--- src/rtl/traffic_phase_scheduler_if.sv ---
`default_nettype none
// ============================================================================
//  Module      : traffic_phase_scheduler_if
//  Description : Sensor / pre-empt / lamp bundle for the two-approach
//                actuated phase scheduler.
//                master : sensor/pre-empt side (drives requests, sees lamps)
//                slave  : scheduler side (sees requests, drives lamps)
//  Signals     : req_ns, req_we      vehicle presence, level-sensitive
//                preempt, preempt_dir emergency pre-empt and its target
//                                     approach (0 = NS, 1 = WE)
//                LED_NS, LED_WE       lamp codes 100 red / 010 yellow /
//                                     001 green
//                phase                current state code (observability)
//                preempt_ack          pre-empt target approach is green
//  Revision    : 1.0  initial release
// ============================================================================
interface traffic_phase_scheduler_if;
   logic       req_ns;
   logic       req_we;
   logic       preempt;
   logic       preempt_dir;
   logic [2:0] LED_NS;
   logic [2:0] LED_WE;
   logic [2:0] phase;
   logic       preempt_ack;

   modport master (
      output req_ns, req_we, preempt, preempt_dir,
      input  LED_NS, LED_WE, phase, preempt_ack
   );

   modport slave (
      input  req_ns, req_we, preempt, preempt_dir,
      output LED_NS, LED_WE, phase, preempt_ack
   );
endinterface
`default_nettype wire

--- src/rtl/traffic_phase_scheduler.sv ---
`default_nettype none
// ============================================================================
//  Module      : traffic_phase_scheduler
//  Description : Demand-actuated green arbitration between the North-South
//                and West-East approaches, with emergency pre-empt. Every
//                green-to-green change passes through YELLOW then ALLRED.
//  Ports       : clk    clock, all state changes on the rising edge
//                rst    synchronous reset, active low
//                sched  slave side of traffic_phase_scheduler_if
//                       (requests/pre-empt in, lamp codes/phase/ack out)
//  Revision    : 1.0  initial release
// ============================================================================
module traffic_phase_scheduler #(
   parameter int unsigned GREEN_MIN = 8,
   parameter int unsigned GREEN_MAX = 15,
   parameter int unsigned YELLOW    = 3,
   parameter int unsigned ALLRED    = 2,
   parameter int unsigned CW        = 5
) (
   input  wire                           clk,
   input  wire                           rst,
   traffic_phase_scheduler_if.slave      sched
);

   // State codes double as the observable phase value.
   localparam logic [2:0] S_NS_G  = 3'd0;
   localparam logic [2:0] S_NS_Y  = 3'd1;
   localparam logic [2:0] S_RED_A = 3'd2;
   localparam logic [2:0] S_WE_G  = 3'd3;
   localparam logic [2:0] S_WE_Y  = 3'd4;
   localparam logic [2:0] S_RED_B = 3'd5;

   localparam logic [2:0] c_LAMP_RED = 3'b100;
   localparam logic [2:0] c_LAMP_YEL = 3'b010;
   localparam logic [2:0] c_LAMP_GRN = 3'b001;

   // Last cycle index of each timed interval.
   localparam logic [CW-1:0] c_GMIN_LAST = CW'(GREEN_MIN - 1);
   localparam logic [CW-1:0] c_GMAX_LAST = CW'(GREEN_MAX - 1);
   localparam logic [CW-1:0] c_YEL_LAST  = CW'(YELLOW - 1);
   localparam logic [CW-1:0] c_AR_LAST   = CW'(ALLRED - 1);

   logic [2:0]    r_state;
   logic [CW-1:0] r_cnt;
   logic [2:0]    w_next_state;
   logic [CW-1:0] w_next_cnt;

   // Green-state view, expressed relative to the approach holding green.
   logic w_in_green;
   logic w_own_req;
   logic w_opp_req;
   logic w_own_dir;
   logic w_pre_own;
   logic w_pre_opp;
   logic w_leave_green;

   logic [2:0] w_led_ns;
   logic [2:0] w_led_we;
   logic       w_ack;

   // ------------------------------------------------------------------
   // State register
   // ------------------------------------------------------------------
   always_ff @(posedge clk) begin
      if (!rst) begin
         r_state <= S_NS_G;
         r_cnt   <= '0;
      end else begin
         r_state <= w_next_state;
         r_cnt   <= w_next_cnt;
      end
   end

   // ------------------------------------------------------------------
   // Next-state logic
   // ------------------------------------------------------------------
   always_comb begin
      w_in_green = (r_state == S_NS_G) || (r_state == S_WE_G);
      w_own_dir  = (r_state == S_WE_G);
      w_own_req  = w_own_dir ? sched.req_we : sched.req_ns;
      w_opp_req  = w_own_dir ? sched.req_ns : sched.req_we;
      w_pre_own  = sched.preempt && (sched.preempt_dir == w_own_dir);
      w_pre_opp  = sched.preempt && (sched.preempt_dir != w_own_dir);

      // Pre-empt for our own approach pins green; pre-empt for the other
      // side forces yellow at once. Otherwise green ends only after the
      // minimum, and only if the other side is waiting and either we have
      // no demand left or the maximum is reached.
      w_leave_green = !w_pre_own &&
                      (w_pre_opp ||
                       ((r_cnt >= c_GMIN_LAST) && w_opp_req &&
                        (!w_own_req || (r_cnt == c_GMAX_LAST))));

      w_next_state = r_state;
      case (r_state)
         S_NS_G:  if (w_leave_green)        w_next_state = S_NS_Y;
         S_WE_G:  if (w_leave_green)        w_next_state = S_WE_Y;
         S_NS_Y:  if (r_cnt == c_YEL_LAST)  w_next_state = S_RED_A;
         S_WE_Y:  if (r_cnt == c_YEL_LAST)  w_next_state = S_RED_B;
         S_RED_A: if (r_cnt == c_AR_LAST)
                     w_next_state = sched.preempt ?
                                    (sched.preempt_dir ? S_WE_G : S_NS_G) :
                                    S_WE_G;
         S_RED_B: if (r_cnt == c_AR_LAST)
                     w_next_state = sched.preempt ?
                                    (sched.preempt_dir ? S_WE_G : S_NS_G) :
                                    S_NS_G;
         default:                           w_next_state = S_NS_G;
      endcase

      // Counter restarts on every state entry (including the recovery from
      // an unused code); in green it parks at GREEN_MAX-1 so a long
      // pre-empt hold cannot wrap it.
      if (w_next_state != r_state) begin
         w_next_cnt = '0;
      end else if (w_in_green && (r_cnt == c_GMAX_LAST)) begin
         w_next_cnt = r_cnt;
      end else begin
         w_next_cnt = r_cnt + 1'b1;
      end
   end

   // ------------------------------------------------------------------
   // Output decode (lamps depend on the state register only)
   // ------------------------------------------------------------------
   always_comb begin
      w_led_ns = c_LAMP_RED;
      w_led_we = c_LAMP_RED;
      case (r_state)
         S_NS_G:  w_led_ns = c_LAMP_GRN;
         S_NS_Y:  w_led_ns = c_LAMP_YEL;
         S_WE_G:  w_led_we = c_LAMP_GRN;
         S_WE_Y:  w_led_we = c_LAMP_YEL;
         default: begin
            w_led_ns = c_LAMP_RED;
            w_led_we = c_LAMP_RED;
         end
      endcase
      w_ack = sched.preempt &&
              (((r_state == S_NS_G) && !sched.preempt_dir) ||
               ((r_state == S_WE_G) &&  sched.preempt_dir));
   end

   assign sched.LED_NS      = w_led_ns;
   assign sched.LED_WE      = w_led_we;
   assign sched.phase       = r_state;
   assign sched.preempt_ack = w_ack;

endmodule
`default_nettype wire

--- src/flat_wrapper.sv ---
// flat-port wrapper written by rule: the top's interface ports become plain ports
module traffic_phase_scheduler_flat 
#(
   parameter int unsigned GREEN_MIN = 8,
   parameter int unsigned GREEN_MAX = 15,
   parameter int unsigned YELLOW    = 3,
   parameter int unsigned ALLRED    = 2,
   parameter int unsigned CW        = 5
)
  (clk, rst, sched_req_ns, sched_req_we, sched_preempt, sched_preempt_dir, sched_LED_NS, sched_LED_WE, sched_phase, sched_preempt_ack);
  traffic_phase_scheduler_if sched_i ();
  input  wire clk;
  input  wire rst;
  input wire logic [$bits(sched_i.req_ns)-1:0] sched_req_ns;
  input wire logic [$bits(sched_i.req_we)-1:0] sched_req_we;
  input wire logic [$bits(sched_i.preempt)-1:0] sched_preempt;
  input wire logic [$bits(sched_i.preempt_dir)-1:0] sched_preempt_dir;
  output wire logic [$bits(sched_i.LED_NS)-1:0] sched_LED_NS;
  output wire logic [$bits(sched_i.LED_WE)-1:0] sched_LED_WE;
  output wire logic [$bits(sched_i.phase)-1:0] sched_phase;
  output wire logic [$bits(sched_i.preempt_ack)-1:0] sched_preempt_ack;
  assign sched_i.req_ns = sched_req_ns;
  assign sched_i.req_we = sched_req_we;
  assign sched_i.preempt = sched_preempt;
  assign sched_i.preempt_dir = sched_preempt_dir;
  assign sched_LED_NS = sched_i.LED_NS;
  assign sched_LED_WE = sched_i.LED_WE;
  assign sched_phase = sched_i.phase;
  assign sched_preempt_ack = sched_i.preempt_ack;
  traffic_phase_scheduler #(.GREEN_MIN(GREEN_MIN), .GREEN_MAX(GREEN_MAX), .YELLOW(YELLOW), .ALLRED(ALLRED), .CW(CW)) u_core (.clk(clk), .rst(rst), .sched(sched_i));
endmodule
--- config.mk ---
export PLATFORM = sky130hd
export DESIGN_NAME = traffic_phase_scheduler_flat
export DESIGN_NICKNAME = d
export VERILOG_FILES = /design/src/rtl/traffic_phase_scheduler_if.sv /design/src/rtl/traffic_phase_scheduler.sv /design/src/flat_wrapper.sv
export SDC_FILE = /design/constraint.sdc
export NUM_CORES = 1
export LEC_CHECK = 0
export CAP_MARGIN = 20
export CORE_MARGIN = 2
export CORE_UTILIZATION = 44
export DETAILED_ROUTE_END_ITERATION = 6
export HOLD_SLACK_MARGIN = 0.1
export PLACE_DENSITY = 0.73
export SETUP_SLACK_MARGIN = 0.1
export SLEW_MARGIN = 15
export SYNTH_ARGS = -nofsm -noshare
export SYNTH_HDL_FRONTEND = slang
export SYNTH_SLANG_ARGS = --single-unit
--- constraint.sdc ---
create_clock -name clk -period 1.7 [get_ports clk]
set_clock_uncertainty 0.1 [all_clocks]
set_input_delay 0.34 -clock clk [delete_from_list [all_inputs] [get_ports clk]]
set_output_delay 0.34 -clock clk [all_outputs]
set_load 0.01 [all_outputs]
# Word level (Yosys, flattened, before mapping)
# Index checks and enable logic that the tools add are counted.
[classes]
n_eq_ne = 11
add_sub_neg = 1
bitwise = 1
reduce_logical = 18
magnitude_cmp = 1
mux = 14
[ops]
columns = ["operator", "n"]
rows = [
  ["$mux 3", 8],
  ["$pmux 3 s6", 1],
  ["$pmux 3 s2", 2],
  ["$logic_and 1x1->1", 9],
  ["$eq 3x2->1 const B", 2],
  ["$eq 3x3->1 const B", 2],
  ["$add 5x1->5 const B", 1],
  ["$eq 5x1->1 const B", 1],
  ["$eq 5x2->1 const B", 1],
  ["$eq 5x4->1 const B", 1],
  ["$ge 5x3->1 const B", 1],
  ["$logic_or 1x1->1", 4],
  ["$eq 3x1->1 const B", 1],
  ["$logic_not 1->1", 3],
  ["$logic_not 3->1", 1],
  ["$ne 3x3->1", 1],
  ["$mux 1", 2],
  ["$mux 2", 1],
  ["$reduce_or 2->1", 1],
  ["$eq 1x1->1", 1],
  ["$ne 1x1->1", 1],
  ["$not 1->1", 1],
]
[totals]
wordCells = 48
output_inout_bits = 10
inputBits = 6
reg_bits = 8

# Longest topological paths before layout
[depth]
ltp_word = 11
ltp_mapped = 7
mapped_depth_nobuf = 7

# Worst setup path after synthesis
# No wires, ideal clock.
[synth_timing]
path_type = "flip-flop to flip-flop"
startpoint = "register u_core.r_cnt[0]"
endpoint = "register u_core.r_cnt[0]"
period_less_slack_ns = 1.856
n_path_buf = 0
t_required_ns = 1.514
slack_ns = -0.156
setup_time_ns = 0.086
stages_incl_launch_ff = 7
arrival_ns = 1.671
cell_sequence = "dfxtp_1 > ha_1 > a21o_1 > a211o_1 > a211oi_4 > o31ai_2 > a211oi_1"
[synth_via]
elab_chain_cells = 9
elab_cells_between_ends = 20
classes_between = "add/sub: 1; order compare: 1; eq/ne: 4; mux: 7; reduce/logical: 7"
[synth_lines]
columns = ["item", "line", "source"]
rows = [
  ["start, declared", "traffic_phase_scheduler.sv:44", "logic [CW-1:0] r_cnt;"],
  ["start signal, assigned", "traffic_phase_scheduler.sv:70", "r_cnt <= w_next_cnt;"],
  ["$ge 5x3->1 or $eq 5x4->1 (tied branches)", "traffic_phase_scheduler.sv:91, traffic_phase_scheduler.sv:92, traffic_phase_scheduler.sv:116", ""],
  ["$logic_and 1x1->1 or $logic_or 1x1->1 (tied branches)", "traffic_phase_scheduler.sv:91, traffic_phase_scheduler.sv:92", ""],
  ["$logic_and 1x1->1", "traffic_phase_scheduler.sv:91", "((r_cnt >= c_GMIN_LAST) && w_opp_req &&"],
  ["$logic_or 1x1->1", "traffic_phase_scheduler.sv:90", "(w_pre_opp ||"],
  ["$logic_and 1x1->1", "traffic_phase_scheduler.sv:89", "w_leave_green = !w_pre_own &&"],
  ["$mux 3 (on tied branches)", "traffic_phase_scheduler.sv:97, traffic_phase_scheduler.sv:96", ""],
  ["$pmux 3 s6", "traffic_phase_scheduler.sv:95", "case (r_state)"],
  ["$ne 3x3->1", "traffic_phase_scheduler.sv:114", "if (w_next_state != r_state) begin"],
  ["$reduce_or 2->1 (no source line)", "-", ""],
]
# Parallel ways exist; a longest one is shown, timed or not.
# A chain may end at the register's enable or synchronous reset.

# Worst setup path in the final report
# Same ends and word-level chain as after synthesis.

==> qor.yml <==
status:
  status: "complete, but fails checks"
  violations: "negative setup slack"
cts:
  clock_sinks: 8
  cts_tree: "yes"
  cts.clk_slew.worst_paths_ns: 0.06
  root_buffer: "clkbuf_4"
  cts_buffers: 3
  htreeDepth: 1
  clockBufferDepth: 2
  clock_latency_ns: 0.28
die:
  rows: 15
  initial_core_util_pct: 45.8
  die_w_um: 45.7
  io_pins: 16
  die_h_um: 45.7
  dieArea_um2: 2090
  core-area_um2: 1670
sta:
  maxSlewHeadroom_pct: 70.8
  hold_viol: 0
  period_minus_slack_ns: 2.01
  rsz0062_at_grt: "true"
  fin_crit_sh_pct: 118
  setup_tns_ns: -1.84
  max_freq_mhz: 499
  fin_ws_ns: -0.306
  maxSlewViolCount: 0
  setup_viol: 8
  worst_pin_slew_ns: 0.437
finish:
  final_nets: 155
  fill_cells: 82
  num_antenna_cells: 0
  layout.cells.non_filler: 162
  final_core_util_pct: 85.3
  drive_gt1_share_pct: 60.0
  final_area_um2: 1430
  syn_to_final_growth_pct: 86.4
pwr:
  ir_drop_mv: 0.685
  p_leak_nw: 0.602
  power_density_nw_per_um2: 792
worst_setup_path:
  crit_path_start_kind: "flop"
  critPathArrivalTime_ns: 2.05
  critical_path_class: "flop to flop"
  cp_max_fo: 5
  cp.required_ns: 1.74
  cp-end-kind: "flop"
logic_synthesis:
  synthArstFlopShare_pct: 0
  yosysWarnings: 0
  synth_seq_cells: 8
  syn_inst: 91
  syn-cell-area_um2: 764
  ys_seq_area_share_pct: 20.9
  synth_edf_count: 0
  synthDistinctLibCells: 48
  synth-main-ff-cell: "dfxtp_1"
  syn_nets: 100
  synth_area_per_cell_um2: 8.40
detailed_routing:
  vias: 986
  drtAntennaViolNets: 0
  dr.pass1.iters: 5
  viasPerCell: 6.09
  drt-initial-drc-count: 20
  wire_per_inst_um: 18.4
  drc_errors: 0
  finalWirelength_um: 2990
global_route:
  grt.total_usage_pct: 33.0
  grt_max_degree: 11
  grt_pass1_vias: 928
  antenna_found_initial: 0
  grt_pass1_wl_um: 4660
  overflow: 0
placement:
  place_hpwl_um: 1880
  portBuffers: 15
  gp_congestion: 0.844
  place_area_um2: 1200
  dp_cells: 151
worst_hold_path:
  min_path_type: "flop to flop"
job:
  cap_viol_max_count: 0
cells by family after synthesis:
family | count (synthesis) | share of synthesized area (%)
flops | 8 | 20.9
fa+ha+maj | 3 | 4.91
xor+xnor | 3 | 3.44
mux | 1 | 1.47
simple gates | 29 | 25.4
buf+inv | 11 | 7.69
compound gates | 36 | 36.2
Yosys cell counts (2+ instances only):
| cell type | number | area (um2) |
|---|---|---|
| nor3_1 | 2 | 10.0 |
| a211oi_1 | 5 | 37.5 |
| nor3b_1 | 2 | 15.0 |
| xnor2_1 | 3 | 26.3 |
| inv_1 | 6 | 22.5 |
| buf_4 | 2 | 15.0 |
| ha_1 | 3 | 37.5 |
| nand2_1 | 4 | 15.0 |
| nand3b_1 | 2 | 15.0 |
| a21oi_1 | 7 | 35.0 |
| nand2b_1 | 2 | 12.5 |
| o21ai_0 | 3 | 15.0 |
| nor2_1 | 6 | 22.5 |
| dfxtp_1 | 8 | 160 |
| o211ai_1 | 2 | 15.0 |
| a31oi_1 | 2 | 12.5 |
sequential cells by signal (all words and copies together), names as in the netlist:
signal / count
u_core.r_cnt: 5
u_core.sched.phase: 3
routing by layer:
metal	vias up	wire (um)	track usage [%]
met5	-	0	0
li1	462	-	-
met3	12	115	4.76
met1	471	1330	44.8
met4	0	69	11.8
met2	41	1470	52.7
stage by stage:
| stage | total power, mW | hold WS (ns) | worst slack (ns) |
|---|---|---|---|
| 2_1_floorplan | 0.505 | 0.358 | -0.0965 |
| 3_3_place_gp | 0.734 | 0.486 | -0.541 |
| 3_5_place_dp | 0.752 | 0.489 | -0.674 |
| 4_1_cts | 1.06 | 0.650 | -0.222 |
| 5_1_grt | 1.19 | 0.694 | -0.353 |
| 6_report | 1.13 | 0.658 | -0.306 |
area by class of cell:
| type | instances | area [um2] | area share, % |
|---|---|---|---|
| Clock buffer | 4 | 26.3 | 1.84 |
| Sequential cell | 8 | 179 | 12.6 |
| Tap cell | 17 | 21.3 | 1.49 |
| Inverter | 6 | 27.5 | 1.93 |
| Timing Repair Buffer | 55 | 460 | 32.3 |
| Multi-Input combinational cell | 72 | 711 | 49.9 |
cells in the final DEF, fill, tap and decap left out, types with 3 or more instances in the layout:
master and n:
clkdlybuf4s50_1 4, nor3_4 3, a211oi_2 4, clkbuf_4 3, nand2_1 3, ha_4 3, xnor2_1 3, buf_2 4
a21oi_1 6, buf_6 8, o21ai_0 3, buf_4 34, dfxtp_4 5, nor2_1 5, dlygate4sd2_1 4, dfxtp_1 3
power by group:
part / switching (mW) / internal [mW] / leakage (nW)
combinational: 0.293 / 0.371 / 0.519
sequential: 0.0626 / 0.219 / 0.0686
clock: 0.0913 / 0.0911 / 0.0150
path summary, 6_finish.rpt:
kind	start	end	slack [ns]	depth (start not counted)
max reg2reg	u_core.r_cnt[0]	u_core.r_cnt[0]	-0.31	8
min	u_core.r_cnt[1]	u_core.r_cnt[1]	0.66	3
max	u_core.r_cnt[0]	u_core.r_cnt[0]	-0.31	8
min reg2reg	u_core.r_cnt[1]	u_core.r_cnt[1]	0.66	3
critical path, cell delays in order (launching register included):
cell      delay, ns
dfxtp_4        0.38
inv_4          0.07
ha_4           0.15
mux2_4         0.15
o211ai_1       0.17
buf_4          0.19
a211o_4        0.33
o21ai_4        0.23
a211oi_2       0.10
timing repair:
action / 4_1_cts / 5_1_grt
endpoints found under the setup margin: 17 / 15
pin swaps: 13 / 7
gates cloned: 0 / 0
resized for setup: 69 / 9
endpoints found under the hold margin: 0 / 0
hold buffers: 0 / 0
setup buffers: 5 / 2
Power figures use the tool's default switching activity.
